`src/rtl/data_mem_controller.sv`:
```
// data_mem_controller: arbitrates per-thread LSU data-memory requests onto a
// fixed set of external memory channels. Each channel serves one consumer per
// transaction: it claims the consumer, issues the request, captures the reply
// and relays it until the LSU drops its request. Data is passed through as-is.
module data_mem_controller #(
    parameter int ADDR_BITS     = 8,
    parameter int DATA_BITS     = 32,
    parameter int NUM_CONSUMERS = 8,
    parameter int NUM_CHANNELS  = 4,
    parameter int WRITE_ENABLE  = 1
) (
    input  logic                                        clk,
    input  logic                                        reset,
    input  logic [NUM_CONSUMERS-1:0]                    consumer_read_valid,
    input  logic [NUM_CONSUMERS-1:0][ADDR_BITS-1:0]     consumer_read_address,
    output logic [NUM_CONSUMERS-1:0]                    consumer_read_ready,
    output logic [NUM_CONSUMERS-1:0][DATA_BITS-1:0]     consumer_read_data,
    input  logic [NUM_CONSUMERS-1:0]                    consumer_write_valid,
    input  logic [NUM_CONSUMERS-1:0][ADDR_BITS-1:0]     consumer_write_address,
    input  logic [NUM_CONSUMERS-1:0][DATA_BITS-1:0]     consumer_write_data,
    output logic [NUM_CONSUMERS-1:0]                    consumer_write_ready,
    output logic [NUM_CHANNELS-1:0]                     mem_read_valid,
    output logic [NUM_CHANNELS-1:0][ADDR_BITS-1:0]      mem_read_address,
    input  logic [NUM_CHANNELS-1:0]                     mem_read_ready,
    input  logic [NUM_CHANNELS-1:0][DATA_BITS-1:0]      mem_read_data,
    output logic [NUM_CHANNELS-1:0]                     mem_write_valid,
    output logic [NUM_CHANNELS-1:0][ADDR_BITS-1:0]      mem_write_address,
    output logic [NUM_CHANNELS-1:0][DATA_BITS-1:0]      mem_write_data,
    input  logic [NUM_CHANNELS-1:0]                     mem_write_ready
);

    localparam int   IDX_BITS = (NUM_CONSUMERS > 1) ? $clog2(NUM_CONSUMERS) : 1;
    localparam logic WR_EN    = (WRITE_ENABLE != 0);

    typedef enum logic [2:0] {
        IDLE           = 3'd0,
        READ_WAITING   = 3'd1,
        READ_RELAYING  = 3'd2,
        WRITE_WAITING  = 3'd3,
        WRITE_RELAYING = 3'd4
    } chan_state_t;

    chan_state_t               state_r [NUM_CHANNELS];
    logic [IDX_BITS-1:0]       owner_r [NUM_CHANNELS];
    logic [NUM_CONSUMERS-1:0]  serving_r;

    logic [NUM_CHANNELS-1:0]   claim_en_s;
    logic [NUM_CHANNELS-1:0]   claim_write_s;
    logic [IDX_BITS-1:0]       claim_idx_s [NUM_CHANNELS];
    logic [NUM_CONSUMERS-1:0]  taken_s;
    logic                      found_s;

    // Claim arbitration: idle channels in ascending order each pick the lowest
    // unserved requesting consumer; picks made by lower channels this cycle
    // are excluded. A consumer asking for both read and write gets read first.
    always_comb begin
        taken_s       = serving_r;
        claim_en_s    = '0;
        claim_write_s = '0;
        found_s       = 1'b0;
        for (int ch = 0; ch < NUM_CHANNELS; ch++) begin
            claim_idx_s[ch] = '0;
        end
        for (int ch = 0; ch < NUM_CHANNELS; ch++) begin
            found_s = 1'b0;
            if (state_r[ch] == IDLE) begin
                for (int c = 0; c < NUM_CONSUMERS; c++) begin
                    if (!found_s && !taken_s[c] &&
                        (consumer_read_valid[c] || (WR_EN && consumer_write_valid[c]))) begin
                        found_s            = 1'b1;
                        taken_s[c]         = 1'b1;
                        claim_en_s[ch]     = 1'b1;
                        claim_idx_s[ch]    = IDX_BITS'(c);
                        claim_write_s[ch]  = !consumer_read_valid[c];
                    end else begin
                        found_s = found_s;
                    end
                end
            end else begin
                claim_en_s[ch] = 1'b0;
            end
        end
    end

    // Per-channel request/relay state machines with registered memory-side
    // and consumer-side outputs; reset drops any in-flight transaction.
    always_ff @(posedge clk) begin
        if (reset) begin
            for (int ch = 0; ch < NUM_CHANNELS; ch++) begin
                state_r[ch] <= IDLE;
                owner_r[ch] <= '0;
            end
            serving_r            <= '0;
            mem_read_valid       <= '0;
            mem_read_address     <= '0;
            mem_write_valid      <= '0;
            mem_write_address    <= '0;
            mem_write_data       <= '0;
            consumer_read_ready  <= '0;
            consumer_read_data   <= '0;
            consumer_write_ready <= '0;
        end else begin
            for (int ch = 0; ch < NUM_CHANNELS; ch++) begin
                case (state_r[ch])
                    IDLE: begin
                        if (claim_en_s[ch]) begin
                            owner_r[ch]                 <= claim_idx_s[ch];
                            serving_r[claim_idx_s[ch]]  <= 1'b1;
                            if (claim_write_s[ch]) begin
                                mem_write_valid[ch]   <= 1'b1;
                                mem_write_address[ch] <= consumer_write_address[claim_idx_s[ch]];
                                mem_write_data[ch]    <= consumer_write_data[claim_idx_s[ch]];
                                state_r[ch]           <= WRITE_WAITING;
                            end else begin
                                mem_read_valid[ch]    <= 1'b1;
                                mem_read_address[ch]  <= consumer_read_address[claim_idx_s[ch]];
                                state_r[ch]           <= READ_WAITING;
                            end
                        end
                    end
                    READ_WAITING: begin
                        if (mem_read_ready[ch]) begin
                            mem_read_valid[ch]                   <= 1'b0;
                            consumer_read_ready[owner_r[ch]]     <= 1'b1;
                            consumer_read_data[owner_r[ch]]      <= mem_read_data[ch];
                            state_r[ch]                          <= READ_RELAYING;
                        end
                    end
                    READ_RELAYING: begin
                        if (!consumer_read_valid[owner_r[ch]]) begin
                            consumer_read_ready[owner_r[ch]] <= 1'b0;
                            serving_r[owner_r[ch]]           <= 1'b0;
                            state_r[ch]                      <= IDLE;
                        end
                    end
                    WRITE_WAITING: begin
                        if (mem_write_ready[ch]) begin
                            mem_write_valid[ch]               <= 1'b0;
                            consumer_write_ready[owner_r[ch]] <= 1'b1;
                            state_r[ch]                       <= WRITE_RELAYING;
                        end
                    end
                    WRITE_RELAYING: begin
                        if (!consumer_write_valid[owner_r[ch]]) begin
                            consumer_write_ready[owner_r[ch]] <= 1'b0;
                            serving_r[owner_r[ch]]            <= 1'b0;
                            state_r[ch]                       <= IDLE;
                        end
                    end
                    default: begin
                        mem_read_valid[ch]  <= 1'b0;
                        mem_write_valid[ch] <= 1'b0;
                        state_r[ch]         <= IDLE;
                    end
                endcase
            end
        end
    end

endmodule

```
`config.mk`:
```
export PLATFORM = sky130hd
export DESIGN_NAME = data_mem_controller
export DESIGN_NICKNAME = d
export VERILOG_FILES = /design/src/rtl/data_mem_controller.sv
export SDC_FILE = /design/constraint.sdc
export NUM_CORES = 2
export LEC_CHECK = 0
export CORE_AREA = 2 2 393 395
export DETAILED_ROUTE_END_ITERATION = 10
export DIE_AREA = 0 0 395 397
export GPL_TIMING_DRIVEN = 0
export SKIP_LAST_GASP = 1
export SLEW_MARGIN = 20
export SYNTH_ARGS = -nofsm -noshare
export SYNTH_HDL_FRONTEND = slang
export SYNTH_SLANG_ARGS = --single-unit
```
`constraint.sdc`:
```
create_clock -name clk -period 9.4 [get_ports clk]
set_input_delay 0.94 -clock clk [delete_from_list [all_inputs] [get_ports clk]]
set_output_delay 0.94 -clock clk [all_outputs]
set_load 0.03 [all_outputs]
```
Word level (Yosys, flattened, before mapping) --
Memory sizes are Yosys's and may differ from the RTL's. Cells that the tools add are included.
Operators by class: $lt $le $gt $ge 16, equality and inequality tests 36, mux-type cells 509, bitwise gates (word level) 72, reduce and logical (&&, ||, !) cells 176
Operators by type and width (number):
- two-way mux 256 bit | 11
- bitwise mux 256 bit | 4
- binary-select mux 32 bit (select 3 bit) | 4
- demux 32 bit (select 3 bit) | 4
- two-way mux 8 bit | 48
- two-way mux 1 bit | 326
- two-way mux 32 bit | 8
- binary-select mux 8 bit (select 3 bit) | 8
- two-way mux 3 bit | 58
- case mux 8 bit (2 select lines) | 8
- bitwise AND 8 bit | 12
- OR 8 bit | 12
- case mux 8 bit (3 select lines) | 4
- logical AND 1 bit | 68
- zero test 1 bit | 68
- inequality test 2 bit, second input constant | 20
- less-than comparator 3 x 4 -> 1 bit, second input constant | 8
- inverter 8 bit | 4
- OR 1 bit | 32
- AND reduction 4 bit | 8
- binary-select mux 1 bit (select 3 bit) | 8
- demux 1 bit (select 3 bit) | 8
- == test 3 x 2 -> 1 bit, second input constant | 8
- >= comparator 3 x 1 -> 1 bit, second input constant | 8
- 10 further kinds | 62
Storage, ports and cells: register bits 480, memory bits (writable) 24, bits of input ports 538, output and inout port bits 472, word-level logic and storage cells 842, memories kept 2
Memories:
- owner_r | words 4, width 3, read ports 4, clocked after Yosys merged registers in 0, write ports 4, line 44 | logic [IDX_BITS-1:0] owner_r [NUM_CHANNELS];
- state_r | words 4, width 3, read ports 4, clocked after Yosys merged registers in 0, write ports 4, line 43 | chan_state_t state_r [NUM_CHANNELS];

Depth between registers and ports, before layout --
depth after elaboration 168, gate-level depth with buffers 18, gate-level depth less buffers 11

Least setup slack after synthesis --
OpenSTA, ideal clock, no wires.
path type input to register, from input port consumer_read_valid[2], to register mem_write_data[89] (netlist name), library setup time 152 ps, arrival 4148 ps, required time 9248 ps, setup slack 5101 ps, stages 14, path buffers 3, cells stage by stage buf_2 -> o21ba_2 -> buf_2 -> nor2_1 -> a31oi_4 -> or4_1 -> a21oi_1 -> a21oi_1 -> o221a_4 -> nor2_4 -> buf_2 -> mux2_1 -> a211oi_1 -> a311oi_2
Between the ends: longest elaborated chain between the ends 41, elaborated cells between the ends (all ways) 132, those cells by class mux: 67; reduce/logical: 65
Ends and longest elaborated chain:
- start: declaration | line 14 | input logic [NUM_CONSUMERS-1:0] consumer_read_valid,
- logical OR 1 bit | line 69 | (consumer_read_valid[c] || (WR_EN && consumer_write_valid[c]))) begin
- logical AND 1 bit | line 68 | if (!found_s && !taken_s[c] &&
- two-way mux 1 bit | line 68
- two-way mux 8 bit or two-way mux 1 bit (tied branches) | line 66 | if (state_r[ch] == IDLE) begin
- zero test 1 bit | line 68
- logical AND 1 bit (2 in series) | line 68
- two-way mux 1 bit | line 68
- two-way mux 8 bit or two-way mux 1 bit (tied branches) | line 66
- [23 not listed]
- two-way mux 1 bit | line 68
- two-way mux 1 bit or two-way mux 8 bit (tied branches) | line 66
- zero test 1 bit | line 68
- logical AND 1 bit (2 in series) | line 68
- two-way mux 3 bit | line 68
- two-way mux 3 bit | line 66
- binary-select mux 32 bit (select 3 bit) | line 112 | mem_write_data[ch] <= consumer_write_data[claim_idx_s[ch]];
- two-way mux 32 bit (implied by the code) | line 112
- end signal: indexed assignment | line 112
- end: declaration | line 28 | output logic [NUM_CHANNELS-1:0][DATA_BITS-1:0] mem_write_data,
Several ways; a longest one is shown, not always the timed one. The select of a mux whose other input is x is not followed. A chain may end at the register's enable or synchronous reset.

Final worst setup path --
from input port consumer_write_valid[2], to register serving_r[7]
Between the ends: longest elaborated chain between the ends 51, elaborated cells between the ends (all ways) 256, those cells by class order compare: 8; mux: 151; bitwise: 7; reduce/logical: 90
Ends and longest elaborated chain:
- start: declaration | line 18 | input logic [NUM_CONSUMERS-1:0] consumer_write_valid,
- parallel branches: the longest is 50 deep, another holds logical OR 1 bit
- case mux 8 bit (3 select lines) (*) | line 104 | case (state_r[ch])
- end signal: assignment | line 93 | serving_r <= '0;
- end signal: indexed assignment | line 108 | serving_r[claim_idx_s[ch]] <= 1'b1;
- end signal: indexed assignment | line 132 | serving_r[owner_r[ch]] <= 1'b0;
- end: declaration | line 45 | logic [NUM_CONSUMERS-1:0] serving_r;
Mark *: on every way between the ends. The select of a mux whose other input is x is not followed.

==> results.py <==
metrics = {
    "outcome": {
        "status": "complete, no violations",
    },
    "power_and_ir_drop": {
        "pwr-share-comb_pct": 73.6,
        "p_leak_nw": 19.4,
        "swShare_pct": 59.8,
        "pwr-share-clk_pct": 12.3,
        "ir_drop_v": 0.000692,
        "switchingPower_mw": 14.1,
        "internal_power_mw": 9.50,
        "power.density_mw_per_mm2": 433,
        "power_frac_seq_pct": 14.1,
        "p_total_mw": 23.6,
    },
    "global_routing": {
        "use_met2_pct": 64.8,
        "grt_pass1_wl_um": 452000,
        "met3_usage_pct": 14.5,
        "grt-ovfl-total": 0,
        "grt_pass1_vias": 51400,
        "grt_max_degree": 13,
        "grt_busiest_layer": "met2",
        "antenna_found_initial": 96,
        "grtUsageTotal_pct": 41.2,
        "grt_use_met1_pct": 45.2,
    },
    "clocking": {
        "htreeDepth": 3,
        "cts_root_buffer": "clkbuf_16",
        "clkTransAtPathRegs_ps": 60,
        "post-cts-setup-buffers": 0,
        "clockBufferDepth": 3,
        "cts_buffers": 72,
        "ctsHoldBuffers": 0,
        "clock-sinks": 504,
        "clock_latency_ps": 720,
        "post_cts_resized": 0,
        "cts_tree": "done",
    },
    "min_path": {
        "min_path_cells": 1,
        "min_from": "mem_write_valid[1]",
        "holdCritPathClass": "flip-flop to flip-flop",
        "holdPathEnd": "mem_write_valid[1]",
    },
    "place": {
        "gp_congestion": 1.03,
        "dpl.cell_count": 8313,
        "numPortBuffers": 871,
        "post-dp-hpwl_um": 264000,
    },
    "worst_setup_path": {
        "r2r_start": "state_r[1][1]",
        "startpoint_type": "input pin",
        "cp.arrival_ps": 7130,
        "worstPathMaxFanout": 10,
        "r2r-end": "mem_write_address[16]",
        "cp-end-kind": "flip-flop",
        "ff2ff_path_depth": 13,
        "required_ps": 9920,
        "crit_start": "consumer_write_valid[2]",
        "ff2ff_setup_slack_ps": 3080,
        "critPathKind": "input pin to flip-flop",
    },
    "run": {
        "cap_violations": 0,
    },
    "synthesis": {
        "synth_edf_count": 24,
        "synth_top_area_share_pct": 23.7,
        "synthArstFlopShare_pct": 0,
        "synthDistinctLibCells": 90,
        "synth_cells": 5391,
        "ys_seq_area_share_pct": 25.4,
        "ys_ff_latch": 504,
        "syn-cell-area_mm2": 0.0406,
        "netlist.top_cell.by_area": "dfxtp_1",
        "synth_commonest_cells": "nor2_1 (839), a211oi_1 (651), mux2i_1 (561)",
        "synth_nets": 5929,
        "yosys-top-cells-area": "dfxtp_1 (24%), mux2i_1 (14%), a211oi_1 (12%)",
        "avgSynthCellArea_um2": 7.53,
        "synth_most_common_cell": "nor2_1",
        "yosysWarnings": 0,
        "ys.flop_type": "dfxtp_1",
    },
    "timing": {
        "setup_tns_ps": 0,
        "slew_violations": 0,
        "relSlewSlack_pct": 8.84,
        "fin_crit_ps": 6620,
        "timing.final.crit_share_pct": 70.4,
        "setup_viol": 0,
        "finalHoldViolCount": 0,
        "clock.fmax_mhz": 151,
        "rsz0062_at_grt": "no",
        "hold_slack_ps": 470,
        "worstMarginPinSlew_ps": 1370,
        "fin_skew_ps": 36.5,
    },
    "route": {
        "viasPerCell": 6.51,
        "antenna_left": 0,
        "wl_per_cell_um": 40.3,
        "drt_first_pass_iters": 9,
        "first_iter_violations": 8892,
        "vias": 55300,
        "drt_wl_total_um": 342000,
        "drc": 0,
    },
    "finish": {
        "seqCellArea_mm2": 0.0103,
        "utilization_pct": 35.7,
        "final_layout_size_suffix_gt1_share_pct": 6.41,
        "nFillCells": 16300,
        "syn2layout_area_growth_pct": 34.4,
        "multi_input_area_mm2": 0.0274,
        "fin_cells": 8493,
        "finalNetCount": 6881,
    },
    "floorplan": {
        "die_w_um": 395,
        "die_area_mm2": 0.157,
        "ios": 1010,
        "rows": 144,
        "core-area_mm2": 0.153,
        "die_y_um": 397,
        "initial_core_util_pct": 26.5,
    },
}
sequential cells by signal (all words and copies together) (netlist names):
register and count:
consumer_read_data 256, consumer_read_ready 8, consumer_write_ready 8, mem_read_address 32
mem_read_valid 4, mem_write_address 32, mem_write_data 128, mem_write_valid 4
owner_r 12, serving_r 8, state_r 12
worst max-delay path by stage:
stage | cells after the start | slack [ps] | to
floorplan | 14 | 5100 | mem_write_data[89]
global placement | 12 | 1870 | mem_write_data[50]
detailed placement | 12 | 2530 | mem_write_address[3]
CTS | 12 | 3270 | mem_write_address[3]
global route | 12 | 2940 | mem_write_address[0]
finish | 15 | 2780 | serving_r[7]
critical path, cell delays in order:
cell,delay [ps]
clkdlybuf4s50_1,690
o21ba_2,330
buf_2,190
nor3_1,470
a22oi_1,320
o21ai_0,730
nor2_1,120
a21oi_1,280
o221ai_2,170
nand2_1,500
clkbuf_1,750
buf_1,1020
nor2_1,260
o21ai_0,240
o21ai_0,100
routing by layer:
layer  vias up  wire [um]
li1      22100          -
met1     26600     116000
met2      5018     150000
met3      1504      42300
met4        82      33400
met5         -        505
through the flow:
| step | setup WS [ps] | area [um2] |
|---|---|---|
| 2_1_floorplan | 5100 | 40600 |
| 3_3_place_gp | 1870 | 51900 |
| 3_5_place_dp | 2530 | 52000 |
| 4_1_cts | 3270 | 54400 |
| 5_1_grt | 2940 | 54500 |
| 6_report | 2780 | 54600 |
power groups by stage:
stage	sequential (mW)	clock [mW]	combinational, mW
final	3.33	2.91	17.4
after global placement	3.33	0	16.3
after floorplan	4.02	0	8.31
after global routing	3.34	2.98	17.4
after detailed placement	3.33	0	16.4
after CTS	3.29	2.90	16.5
area by class of cell:
class	instances	area share, %
plain buffers	691	5.35
flip-flops and latches	504	18.9
clock buffers	107	3.84
clock inverters	22	0.569
diodes	51	0.234
repair buffers	878	16.1
inverters	16	0.110
well taps	2044	4.69
multi-input cells	4180	50.2
cells in the final DEF (no fill, tap or decap), types with 10 or more instances in the layout:
cell and instances:
a311o_1 27, mux2_2 45, diode_2 51, nand2b_1 13
a31oi_1 55, mux2_1 30, and3_1 59, mux2i_1 561
inv_1 16, o21ai_0 63, clkbuf_8 16, clkbuf_1 450
a211oi_1 651, a311oi_2 10, o22a_1 26, nand2_1 464
a221oi_1 50, edfxtp_1 24, a21oi_1 493, a21o_1 26
mux4_2 48, nor2_1 838, and2_1 37, nand3_1 86
clkinv_2 12, clkbuf_16 72, o22ai_1 125, buf_4 59
o31a_1 11, nor3_1 80, a311oi_1 109, buf_1 119
o221ai_1 45, dfxtp_1 480, clkdlybuf4s50_1 871, nor2b_1 17
buf_2 70, clkbuf_2 14, a22oi_1 31
cell families (layout without fill, tap and decap cells):
group	count (synthesis)	after routing	synth area share [%]
AOI/OAI and AO/OA	1819	1819	31.1
xor gates and xnor gates	6	6	0.129
adders and majority gates	4	4	0.105
buffers and inverters	707	1714	7.30
DFF	504	504	25.4
muxes	684	684	18.6
other	0	51	0
and+or+nand+nor	1667	1667	17.4
(Power assumes the default switching activity.)
